`config.mk`:
```
export PLATFORM = sky130hd
export DESIGN_NAME = rf_write_arbiter
export DESIGN_NICKNAME = d
export VERILOG_FILES = /design/src/rtl/mips_pkg.sv /design/src/rtl/rf_wr_fifo.sv /design/src/rtl/rf_write_arbiter.sv
export SDC_FILE = /design/constraint.sdc
export NUM_CORES = 1
export LEC_CHECK = 0
export CORE_UTILIZATION = 50
export DETAILED_ROUTE_END_ITERATION = 10
export PLACE_DENSITY = 0.86
export REMOVE_ABC_BUFFERS = 1
export SLEW_MARGIN = 20
export SYNTH_ARGS = -nofsm -noshare
export SYNTH_HDL_FRONTEND = slang
export SYNTH_SLANG_ARGS = --single-unit
```
`constraint.sdc`:
```
create_clock -name clk -period 9.3 [get_ports clk]
set_input_delay 1.86 -clock clk [delete_from_list [all_inputs] [get_ports clk]]
set_output_delay 1.86 -clock clk [all_outputs]
set_load 0.02 [all_outputs]
```
`src/rtl/mips_pkg.sv`:
```
// Shared widths, zero-register constant and write-request bundle
// for the register-file write path.
package mips_pkg;

    localparam int AW = 5;
    localparam int DW = 32;

    localparam logic [AW-1:0] REG_ZERO = '0;

    typedef struct packed {
        logic [AW-1:0] addr;
        logic [DW-1:0] data;
    } wr_req_t;

endpackage

```
`src/rtl/rf_wr_fifo.sv`:
```
// Small circular buffer for multiply/divide results awaiting a free
// register-file write cycle; exposes per-entry valid/addr for hazard checks.
module rf_wr_fifo
    import mips_pkg::*;
#(
    parameter int DEPTH = 2
) (
    input  logic                     clk,
    input  logic                     rst,
    input  logic                     i_push,
    input  wr_req_t                  i_wreq,
    input  logic                     i_pop,
    output wr_req_t                  o_head,
    output logic                     o_full,
    output logic                     o_empty,
    output logic [DEPTH-1:0]         o_vld,
    output logic [DEPTH-1:0][AW-1:0] o_addr
);

    localparam int PW = $clog2(DEPTH);
    localparam int CW = PW + 1;

    wr_req_t       r_mem [DEPTH];
    logic [PW-1:0] r_wr_ptr;
    logic [PW-1:0] r_rd_ptr;
    logic [CW-1:0] r_cnt;
    logic [PW-1:0] w_off [DEPTH];

    always_ff @(posedge clk) begin
        if (!rst) begin
            r_wr_ptr <= '0;
            r_rd_ptr <= '0;
            r_cnt    <= '0;
        end else begin
            if (i_push) begin
                r_wr_ptr <= r_wr_ptr + 1'b1;
            end
            if (i_pop) begin
                r_rd_ptr <= r_rd_ptr + 1'b1;
            end
            case ({i_push, i_pop})
                2'b10:   r_cnt <= r_cnt + 1'b1;
                2'b01:   r_cnt <= r_cnt - 1'b1;
                default: r_cnt <= r_cnt;
            endcase
        end
    end

    always_ff @(posedge clk) begin
        if (i_push) begin
            r_mem[r_wr_ptr] <= i_wreq;
        end
    end

    // Entry i is live when its distance from the read pointer is below count
    always_comb begin
        for (int i = 0; i < DEPTH; i++) begin
            w_off[i]  = PW'(i) - r_rd_ptr;
            o_vld[i]  = ({1'b0, w_off[i]} < r_cnt);
            o_addr[i] = r_mem[i].addr;
        end
    end

    assign o_head  = r_mem[r_rd_ptr];
    assign o_full  = (r_cnt == CW'(DEPTH));
    assign o_empty = (r_cnt == '0);

endmodule

```
`src/rtl/rf_write_arbiter.sv`:
```
// Register-file write port arbiter: writeback has fixed priority, buffered
// multiply/divide results fill idle cycles, with hazard and starvation flags.
module rf_write_arbiter
    import mips_pkg::*;
#(
    parameter int DEPTH      = 2,
    parameter int STARVE_MAX = 4
) (
    input  logic          clk,
    input  logic          rst,
    input  logic          wb_we,
    input  logic [AW-1:0] wb_addr,
    input  logic [DW-1:0] wb_data,
    input  logic          md_valid,
    output logic          md_ready,
    input  logic [AW-1:0] md_addr,
    input  logic [DW-1:0] md_data,
    output logic          rf_we,
    output logic [AW-1:0] rf_addr,
    output logic [DW-1:0] rf_data,
    input  logic [AW-1:0] q_addr1,
    input  logic [AW-1:0] q_addr2,
    input  logic [AW-1:0] q_addr3,
    output logic          pend_hit1,
    output logic          pend_hit2,
    output logic          pend_hit3,
    output logic          stall_req,
    output logic          err_waw
);

    localparam int SW = $clog2(STARVE_MAX + 1);

    wr_req_t                  w_md_req;
    wr_req_t                  w_head;
    logic                     w_full;
    logic                     w_empty;
    logic [DEPTH-1:0]         w_vld;
    logic [DEPTH-1:0][AW-1:0] w_addrs;
    logic                     w_wb_act;
    logic                     w_push;
    logic                     w_grant_head;
    logic                     w_waw;
    logic [SW-1:0]            w_cnt_nxt;
    logic [SW-1:0]            r_starve_cnt;
    logic                     r_stall_req;
    logic                     r_err_waw;

    function automatic logic f_hit(
        input logic [DEPTH-1:0]         vld,
        input logic [DEPTH-1:0][AW-1:0] addrs,
        input logic [AW-1:0]            q
    );
        logic hit;
        hit = 1'b0;
        for (int i = 0; i < DEPTH; i++) begin
            if (vld[i] && (addrs[i] == q)) begin
                hit = 1'b1;
            end
        end
        return hit;
    endfunction

    assign w_md_req.addr = md_addr;
    assign w_md_req.data = md_data;

    rf_wr_fifo #(
        .DEPTH (DEPTH)
    ) u_fifo (
        .clk     (clk),
        .rst     (rst),
        .i_push  (w_push),
        .i_wreq  (w_md_req),
        .i_pop   (w_grant_head),
        .o_head  (w_head),
        .o_full  (w_full),
        .o_empty (w_empty),
        .o_vld   (w_vld),
        .o_addr  (w_addrs)
    );

    // Ready uses pre-edge fullness only; a pop never frees a slot same-cycle
    assign md_ready = rst && !w_full;
    assign w_push   = md_valid && md_ready;
    assign w_wb_act = wb_we && (wb_addr != REG_ZERO);

    always_comb begin
        w_grant_head = 1'b0;
        rf_we        = 1'b0;
        rf_addr      = '0;
        rf_data      = '0;
        if (rst) begin
            if (w_wb_act) begin
                rf_we   = 1'b1;
                rf_addr = wb_addr;
                rf_data = wb_data;
            end else if (!w_empty) begin
                w_grant_head = 1'b1;
                rf_we        = (w_head.addr != REG_ZERO);
                rf_addr      = w_head.addr;
                rf_data      = w_head.data;
            end
        end
    end

    assign pend_hit1 = rst && (q_addr1 != REG_ZERO) &&
                       (f_hit(w_vld, w_addrs, q_addr1) ||
                        (w_push && (md_addr == q_addr1)));
    assign pend_hit2 = rst && (q_addr2 != REG_ZERO) &&
                       (f_hit(w_vld, w_addrs, q_addr2) ||
                        (w_push && (md_addr == q_addr2)));
    assign pend_hit3 = rst && (q_addr3 != REG_ZERO) &&
                       (f_hit(w_vld, w_addrs, q_addr3) ||
                        (w_push && (md_addr == q_addr3)));

    assign w_waw = w_wb_act && f_hit(w_vld, w_addrs, wb_addr);

    always_comb begin
        w_cnt_nxt = r_starve_cnt;
        if (w_empty || w_grant_head) begin
            w_cnt_nxt = '0;
        end else if (r_starve_cnt < SW'(STARVE_MAX)) begin
            w_cnt_nxt = r_starve_cnt + 1'b1;
        end
    end

    always_ff @(posedge clk) begin
        if (!rst) begin
            r_starve_cnt <= '0;
            r_stall_req  <= 1'b0;
            r_err_waw    <= 1'b0;
        end else begin
            r_starve_cnt <= w_cnt_nxt;
            r_stall_req  <= (w_cnt_nxt >= SW'(STARVE_MAX));
            if (w_waw) begin
                r_err_waw <= 1'b1;
            end
        end
    end

    assign stall_req = r_stall_req;
    assign err_waw   = r_err_waw;

endmodule

```
==> results_dict.tcl <==
set metrics [dict create \
    syn_area_per_cell_um2 13.4 \
    path_cells "clkdlybuf4s50_1, or4_1, o21a_1, or3_4, o2bb2ai_1, clkdlybuf4s50_1" \
    final_antenna_net_count 0 \
    drtPass1Iterations 6 \
    crit_type "in -> out" \
    postCtsHoldBufs 0 \
    worstHoldEndpoint "err_waw" \
    leakagePower_nw 1.89 \
    clk_latency_ps 340 \
    setup_violations 0 \
    reg2reg_from "u_fifo.r_cnt[0]" \
    dpl_cell_area_um2 5640 \
    synth-edff-count 74 \
    io_buffers 136 \
    die_w_um 94.0 \
    synthArstFlopShare_pct 0 \
    grt_overflow 0 \
    fillers 575 \
    synth_top_family_by_area "XOR/XNOR gates" \
    synthCells 317 \
    fin_crit_sh_pct 70.8 \
    r2r_slack_ps 6950 \
    die-area_um2 8840 \
    synthSimpleGateAreaFrac_pct 6.12 \
    min_period_ps 6580 \
    cts_tree "built" \
    worst_setup_path_start_kind "input pin" \
    grt_antenna_before_repair 0 \
    cts.clk_slew.worst_paths_ps 70 \
    ctsResizeCount 0 \
    numCtsBuffers 9 \
    post_cts_buffers 0 \
    vias 3062 \
    grt_usage_pct 23.6 \
    die_h_um 94.0 \
    top_usage_layer "met2" \
    hp-start "err_waw" \
    dp_hpwl_mm 7.15 \
    use_met2_pct 40.7 \
    clkSinkCount 83 \
    place.gp.congestion 0.843 \
    synth_top_area_cell "edfxtp_1" \
    synth_top_cells_by_area "edfxtp_1, mux2i_1, xor2_1, o2bb2ai_1, xnor2_1" \
    timing.fmax_mhz 152 \
    power_density_nw_per_um2 154 \
    grt_max_degree 39 \
    yosysWarnings 0 \
    crit_arrival_ps 4720 \
    slew_headroom_pct 29.2 \
    crit_start "wb_addr[1]" \
    drt_iter0_drc 100 \
    cp_top_family "buffers and inverters" \
    h-tree-depth 3 \
    rows 33 \
    synth-compound-area-share_pct 12.2 \
    min_delay_path_depth 1 \
    grt_pass1_wl_mm 15.5 \
    crit_slowest_cell "clkdlybuf4s50_1" \
    clock_path_buffers 2 \
    setup_ws_ps 2720 \
    grt_pass1_vias 3164 \
    rsz0062_at_grt "false" \
    dp_worst_setup_slack_ps 2760 \
    netlist_area_um2 4230 \
    final.setup.tns_ps 0 \
    use_met3_pct 6.88 \
    vias_per_cell 5.56 \
    yosysSeqAreaShare_pct 56.7 \
    synth_seq_cells 83 \
    cp_max_fo 38 \
    use_met1_pct 28.0 \
    status "finished, final reports clean" \
    hold_path_class "reg -> reg" \
    finalHoldViolations 0 \
    finalWirelength_mm 10.0 \
    start_util_pct 51.5 \
    coreArea_um2 8220 \
    tightestPinTransition_ps 1060 \
    cts_root_buffer "clkbuf_8" \
    final_common_cell "clkdlybuf4s50_1" \
    yosysTopAreaCellShare_pct 52.5 \
    drv_cap 0 \
    finalMaxSlewViolations 0 \
    areaGrowthSynthToFinish_pct 38.6 \
    final_cell_mix "clkdlybuf4s50_1, edfxtp_1, mux2i_1" \
    critical_path.n_buffers_inverters 2 \
    drive_gt1_share_pct 6.95 \
    muxShareOfSynthArea_pct 8.98 \
    io_pins 137 \
    diodes 0 \
    wire_per_inst_um 18.2 \
    postLayoutCellArea_um2 5870 \
    crit_required_ps 7440 \
    synthXorXnorAreaFrac_pct 12.2 \
    skew_ps 6.94 \
    r2r_end "u_fifo.r_cnt[1]" \
    irDropWorstVdd_mv 0.0959 \
    crit_top_cell "clkdlybuf4s50_1" \
    r2r_cells 6 \
    synth_adder_area_share_pct 0.591 \
    ys_types 34 \
    drcViolationCount 0 \
    fin_nets 537 \
    synth-main-ff-cell "edfxtp_1" \
    cp_slowest_stage_delay_ps 650 \
    cp-end-kind "output port" \
]
[cell families after synthesis]
logic type	Yosys count
muxes	38
buffers and inverters	29
xor gates and xnor gates	59
DFF	83
adders and majority gates	2
and+or+nand+nor	47
AOI/OAI and AO/OA	59
[metrics by stage]
step                std cells  util, %  total power [mW]  hold WS (ps)
floorplan                 293        -             0.540           498
global placement          535     68.6             0.631           476
detailed placement        535     68.6             0.637           478
CTS                       550     71.1             0.906           496
global route              551     71.4             0.935           534
finish                    551     71.4             0.904           497
[state kept, by name (all words and copies together), names as in the netlist, named ones only]
signal,count
u_fifo.r_rd_ptr,1
err_waw,1
u_fifo.r_cnt,2
u_fifo.r_wr_ptr,1
r_starve_cnt,3
u_fifo.r_mem,74
[layout make-up]
cell class | count | area [µm²] | share of cell area (%)
Tap cell | 105 | 131 | 2.24
Inverter | 5 | 18.8 | 0.320
Clock inverter | 6 | 81.3 | 1.39
Multi-Input combinational cell | 205 | 1710 | 29.2
Clock buffer | 9 | 124 | 2.11
Timing Repair Buffer | 138 | 1400 | 23.8
Sequential cell | 83 | 2400 | 41.0
[report_power, final]
| part | internal [mW] | leakage (nW) | total, mW | switching, mW |
|---|---|---|---|---|
| registers | 0.425 | 0.753 | 0.441 | 0.0158 |
| logic | 0.0989 | 1.03 | 0.190 | 0.0911 |
| clock network | 0.148 | 0.104 | 0.273 | 0.125 |
| total | 0.672 | 1.89 | 0.904 | 0.232 |
[worst max-delay path by stage]
stage                             to  slack [ps]  depth (start not counted)
after global placement    rf_addr[2]        2820                          6
after floorplan           rf_addr[0]        3600                          4
after detailed placement  rf_data[3]        2760                          6
after global routing      rf_data[3]        2630                          6
after CTS                 rf_data[3]        2740                          6
final                     rf_data[3]        2720                          6
[cells in the mapped netlist (3+ instances only)]
master and count:
o2bb2ai_2 10, edfxtp_1 74, xnor2_1 24, mux2i_1 38, nand3_1 4, buf_2 3, inv_1 4, xor2_1 35
clkbuf_1 17, nor2_1 12, dfxtp_1 9, a21oi_1 5, or4_1 6, o2bb2ai_1 26, o21ai_0 8, buf_6 3
a31oi_1 4, nor3_1 6, nand4_1 7, nor4_1 4
[metal layers]
| layer | up-vias | wire length [µm] |
|---|---|---|
| met1 | 1455 | 4150 |
| met3 | 23 | 682 |
| met5 | - | 0 |
| met4 | 0 | 233 |
| met2 | 130 | 4960 |
| li1 | 1454 | - |
(Power assumes the default switching activity.)
